`src/rtl/sync_fifo_pkg.sv`:
```
// Shared definitions for the parametrised synchronous FIFO: address sizing and status bundle.
package sync_fifo_pkg;

  // Address width for a power-of-two depth; never narrower than one bit.
  function automatic int unsigned addr_w(input int unsigned depth);
    return (depth <= 1) ? 1 : $clog2(depth);
  endfunction

  typedef struct packed {
    logic full;
    logic empty;
    logic almost_full;
    logic almost_empty;
    logic overflow;
    logic underflow;
  } fifo_status_t;

endpackage

```
`src/rtl/fifo_mem.sv`:
```
// Simple dual-port register array: one synchronous write port, one asynchronous read port.
module fifo_mem
  import sync_fifo_pkg::*;
#(
  parameter int unsigned WIDTH  = 8,
  parameter int unsigned DEPTH  = 16,
  parameter int unsigned ADDR_W = addr_w(DEPTH)
) (
  input  logic              clk,
  input  logic              we_i,
  input  logic [ADDR_W-1:0] waddr_i,
  input  logic [WIDTH-1:0]  wdata_i,
  input  logic [ADDR_W-1:0] raddr_i,
  output logic [WIDTH-1:0]  rdata_o
);

  logic [WIDTH-1:0] mem_q [DEPTH];

  always_ff @(posedge clk) begin
    if (we_i) mem_q[waddr_i] <= wdata_i;
  end

  assign rdata_o = mem_q[raddr_i];

endmodule

```
`src/rtl/sync_fifo_param.sv`:
```
// Parametrised single-clock FIFO with occupancy count, threshold flags, sticky
// error flags, synchronous flush and selectable registered / first-word-fall-through read.
module sync_fifo_param
  import sync_fifo_pkg::*;
#(
  parameter int unsigned WIDTH     = 8,
  parameter int unsigned DEPTH     = 16,
  parameter int unsigned AF_THRESH = DEPTH - 2,
  parameter int unsigned AE_THRESH = 2,
  parameter int unsigned FWFT      = 0
) (
  input  logic                   clk,
  input  logic                   rst_n,
  input  logic                   flush,
  input  logic                   w_en,
  input  logic [WIDTH-1:0]       data_in,
  input  logic                   r_en,
  output logic [WIDTH-1:0]       data_out,
  output logic                   rd_valid,
  output logic                   full,
  output logic                   empty,
  output logic                   almost_full,
  output logic                   almost_empty,
  output logic [$clog2(DEPTH):0] count,
  output logic                   overflow,
  output logic                   underflow
);

  localparam int unsigned ADDR_W = addr_w(DEPTH);
  localparam int unsigned PTR_W  = ADDR_W + 1;
  localparam int unsigned CNT_W  = $clog2(DEPTH) + 1;

  logic [PTR_W-1:0] wr_ptr_q, wr_ptr_d;
  logic [PTR_W-1:0] rd_ptr_q, rd_ptr_d;
  logic [CNT_W-1:0] count_q, count_d;
  logic             ovf_q, ovf_d;
  logic             unf_q, unf_d;

  logic             full_c, empty_c;
  logic             wr_ok_c, rd_ok_c;
  logic [WIDTH-1:0] rdata_c;
  fifo_status_t     status_c;

  // Extra pointer MSB separates a wrapped (full) pointer pair from an equal (empty) one.
  assign empty_c = (wr_ptr_q == rd_ptr_q);
  assign full_c  = ((wr_ptr_q ^ rd_ptr_q) == {1'b1, {ADDR_W{1'b0}}});

  assign wr_ok_c = w_en & ~full_c & ~flush;
  assign rd_ok_c = r_en & ~empty_c & ~flush;

  fifo_mem #(
    .WIDTH  (WIDTH),
    .DEPTH  (DEPTH),
    .ADDR_W (ADDR_W)
  ) u_mem (
    .clk     (clk),
    .we_i    (wr_ok_c),
    .waddr_i (wr_ptr_q[ADDR_W-1:0]),
    .wdata_i (data_in),
    .raddr_i (rd_ptr_q[ADDR_W-1:0]),
    .rdata_o (rdata_c)
  );

  // Next-state for pointers, occupancy and sticky error flags; flush overrides requests.
  always_comb begin
    wr_ptr_d = wr_ptr_q;
    rd_ptr_d = rd_ptr_q;
    count_d  = count_q;
    ovf_d    = ovf_q;
    unf_d    = unf_q;
    if (flush) begin
      wr_ptr_d = '0;
      rd_ptr_d = '0;
      count_d  = '0;
      ovf_d    = 1'b0;
      unf_d    = 1'b0;
    end else begin
      if (wr_ok_c) wr_ptr_d = wr_ptr_q + PTR_W'(1);
      if (rd_ok_c) rd_ptr_d = rd_ptr_q + PTR_W'(1);
      case ({wr_ok_c, rd_ok_c})
        2'b10:   count_d = count_q + CNT_W'(1);
        2'b01:   count_d = count_q - CNT_W'(1);
        default: count_d = count_q;
      endcase
      ovf_d = ovf_q | (w_en & full_c);
      unf_d = unf_q | (r_en & empty_c);
    end
  end

  always_ff @(posedge clk or negedge rst_n) begin
    if (!rst_n) begin
      wr_ptr_q <= '0;
      rd_ptr_q <= '0;
      count_q  <= '0;
      ovf_q    <= 1'b0;
      unf_q    <= 1'b0;
    end else begin
      wr_ptr_q <= wr_ptr_d;
      rd_ptr_q <= rd_ptr_d;
      count_q  <= count_d;
      ovf_q    <= ovf_d;
      unf_q    <= unf_d;
    end
  end

  always_comb begin
    status_c.full         = full_c;
    status_c.empty        = empty_c;
    status_c.almost_full  = (count_q >= CNT_W'(AF_THRESH));
    status_c.almost_empty = (count_q <= CNT_W'(AE_THRESH));
    status_c.overflow     = ovf_q;
    status_c.underflow    = unf_q;
  end

  assign full         = status_c.full;
  assign empty        = status_c.empty;
  assign almost_full  = status_c.almost_full;
  assign almost_empty = status_c.almost_empty;
  assign overflow     = status_c.overflow;
  assign underflow    = status_c.underflow;
  assign count        = count_q;

  // Read side: head word presented directly, or captured into a register on each pop.
  if (FWFT != 0) begin : g_fwft
    assign data_out = rdata_c;
    assign rd_valid = ~empty_c;
  end else begin : g_reg
    logic [WIDTH-1:0] dout_q, dout_d;
    logic             rvalid_q, rvalid_d;

    always_comb begin
      dout_d   = dout_q;
      rvalid_d = rd_ok_c;
      if (rd_ok_c) dout_d = rdata_c;
    end

    always_ff @(posedge clk or negedge rst_n) begin
      if (!rst_n) begin
        dout_q   <= '0;
        rvalid_q <= 1'b0;
      end else begin
        dout_q   <= dout_d;
        rvalid_q <= rvalid_d;
      end
    end

    assign data_out = dout_q;
    assign rd_valid = rvalid_q;
  end

endmodule

```
`config.mk`:
```
export PLATFORM = sky130hd
export DESIGN_NAME = sync_fifo_param
export DESIGN_NICKNAME = d
export VERILOG_FILES = /design/src/rtl/sync_fifo_pkg.sv /design/src/rtl/fifo_mem.sv /design/src/rtl/sync_fifo_param.sv
export SDC_FILE = /design/constraint.sdc
export NUM_CORES = 1
export LEC_CHECK = 0
export BUFFER_PORTS_ARGS = -buffer_cell sky130_fd_sc_hd__buf_2
export CAP_MARGIN = 20
export CELL_PAD_IN_SITES_DETAIL_PLACEMENT = 0
export CELL_PAD_IN_SITES_GLOBAL_PLACEMENT = 1
export CORE_MARGIN = 2
export CORE_UTILIZATION = 40
export DETAILED_ROUTE_END_ITERATION = 16
export HOLD_SLACK_MARGIN = 0.1
export PLACE_DENSITY = 0.67
export SLEW_MARGIN = 20
export SYNTH_ARGS = -nofsm -noshare
export SYNTH_HDL_FRONTEND = slang
export SYNTH_SLANG_ARGS = --single-unit
```
`constraint.sdc`:
```
create_clock -name clk -period 3.34 [get_ports clk]
set_input_delay 0.668 -clock clk [delete_from_list [all_inputs] [get_ports clk]]
set_output_delay 0.668 -clock clk [all_outputs]
set_load 0.02 [all_outputs]
```
==> reports/qor.yml <==
area_growth_syn_to_layout_pct: 16.7
critPathMaxFanout: 10
grt_usage_pct: 16.4
antenna_found_initial: 0
syn_nets: 358
max_freq_mhz: 374
final-setup-viol-count: 0
viasPerCell: 5.29
first_global_vias: 3369
hold_viol: 0
rsz0062_at_grt: "false"
cts_num_sinks: 154
ys_top_cells_by_area: "edfxtp_1 (59%), dfrtp_1 (10%), mux4_2 (8.3%)"
ys_dominant_reg_cell: "edfxtp_1"
die_h_um: 132
placed_area_um2: 6990
seq_area_frac_synth_pct: 69.1
total_power_mw: 5.10
drv_slew: 0
overflow: 0
start_util_pct: 41.0
drt_iter0_drc: 337
syn_inst: 336
top_usage_layer: "met2"
drive_above_1_share_pct: 31.5
port_buffers: 32
crit-reg2reg-launch: "wr_ptr_q[2]"
h-tree-depth: 4
die-area_um2: 17300
io_pins: 33
max_slew.worst_pin.slew_ns: 1.03
clockBufferDepth: 2
hold_class: "in -> async"
synthesis.area_um2: 6510
die_w_um: 132
yosysWarnings: 0
num_rows: 46
cts_root_buf: "clkbuf_16"
core-area_um2: 15900
leakagePower_nw: 2.67
status: "completed"
synth_area_per_cell_um2: 19.4
path_class: "reg -> reg"
cp-start-kind: "register"
gp_congestion: 0.743
clk_pin_slew_worst_paths_ns: 0.06
final.setup.worst_slack_ns: 0.668
wl_per_cell_um: 21.4
powerDensity_nw_per_um2: 671
first_pass_iters: 5
grt_pass1_wl_mm: 20.5
critical_path.startpoint: "wr_ptr_q[2]"
fin_crit_sh_pct: 80.0
postCtsSetupRepairBufs: 0
end_kind: "register"
yosysMostFrequentCell: "edfxtp_1"
vias: 3256
cts_hold_buf: 0
post-place-ws_ns: 0.519
antenna_cells: 0
met2_usage_pct: 25.7
tritoncts: "built"
setup_tns_ns: 0
max-vdd-ir-drop_v: 0.000489
cts_resized: 0
yosys.area.top_type: "edfxtp_1"
rrSetupSlack_ns: 0.67
ys_ff_latch: 154
drc: 0
clk_latency_ns: 0.42
cp.required_ns: 3.65
crit_arrival_ns: 2.98
antenna_left: 0
fill_cells: 1360
netlist.area_leader.share_pct: 59.1
synth_edf_count: 128
final_area_um2: 7600
finalNetCount: 410
cap_violations: 0
wl_mm: 13.2
relSlewSlack_pct: 31.1
cts_made_buffers: 17
dp_hpwl_mm: 8.21
yosysUniqueCellTypes: 45
ys_async_sr_fraction_pct: 16.9
synthTopCellsByCount: "edfxtp_1 (128), nor2_1 (30), dfrtp_1 (26)"
use_met3_pct: 3.70
grt_max_degree: 36
grt_util_met1_pct: 22.7
skew_ns: 0.00655
fin_crit_ns: 2.67
-- routing by layer --
layer	vias to the layer above	share of wire, %
met5	-	0
met4	0	1.2
met3	14	8.4
met2	103	48
met1	1680	42
li1	1459	-
-- flip-flops by register name (all words and copies together) (netlist names) --
signal / cells
underflow: 1
u_mem.mem_q: 128
wr_ptr_q: 5
data_out: 8
rd_valid: 1
rd_ptr_q: 5
count: 5
overflow: 1
-- where the power goes --
group / total [mW] / internal (mW) / switching (mW)
Sequential: 2.24 / 2.18 / 0.0673
Clock: 1.99 / 1.25 / 0.740
Combinational: 0.866 / 0.407 / 0.459
Total: 5.10 / 3.83 / 1.27
-- worst max-delay path, stage by stage (launching register included) --
cell	delay [ns]
dfrtp_1	0.51
xnor2_1	0.24
nand4_2	0.13
mux2_2	0.32
inv_1	0.07
fa_1	0.38
nor2b_1	0.16
o21ai_0	0.10
nand2b_1	0.11
mux2_2	0.34
o22a_1	0.21
-- final timing paths --
check / end / cells past startpoint
max in group asynchronous: rd_ptr_q[0] / 1
hold / removal: count[1] / 1
setup / recovery: count[4] / 10
min in group clk: overflow / 2
setup reg to reg: count[4] / 10
hold reg to reg: overflow / 2
-- cells by family (layout without fill, tap and decap cells) --
logic type	Yosys count	in the layout	share of synthesized area, %
compound gates	19	19	2.06
xor+xnor	14	14	1.88
simple gates	58	58	4.83
flops	154	154	69.1
mux	58	58	18.2
fa+ha+maj	9	9	1.85
buf+inv	24	88	2.11
-- per-stage QoR --
step	utilization (%)	cells	hold slack (ns)
2_1_floorplan	-	336	0.372
3_3_place_gp	44.0	585	0.479
3_5_place_dp	44.0	585	0.487
4_1_cts	47.8	616	0.309
5_1_grt	47.8	616	0.344
6_report	47.8	616	0.307
-- placed cells by master (no fill, tap or decap), types with 2 or more instances in the layout --
cell         n
bufinv_16    4
mux2_1       4
nor2b_1      2
dfrtp_1     25
clkbuf_1     2
edfxtp_1   128
xnor2_1      6
and3_1       2
o21ai_0      2
o211ai_1     4
mux4_2      24
a21oi_1      4
or3b_2       3
buf_2       32
nand2b_1     6
mux2i_1      3
buf_4       19
nor4_2       4
o2111ai_1    2
clkinv_2     3
ha_1         8
clkbuf_16   17
inv_1        6
mux2_4       7
inv_6        2
mux2_2       4
or3_1        2
clkinv_1     2
xor2_1       8
mux4_1      16
nor2_1      30
-- cell type report --
cell class                      instances  area, um^2  share of cell area [%]
Sequential cell                       154        4500                    59.2
Multi-Input combinational cell        158        1900                    25.0
Clock buffer                           19         433                    5.70
Timing Repair Buffer                   51         303                    3.99
Tap cell                              216         270                    3.56
Clock inverter                         12         171                    2.26
Inverter                                6        22.5                   0.296
Power figures use the tool's default switching activity.
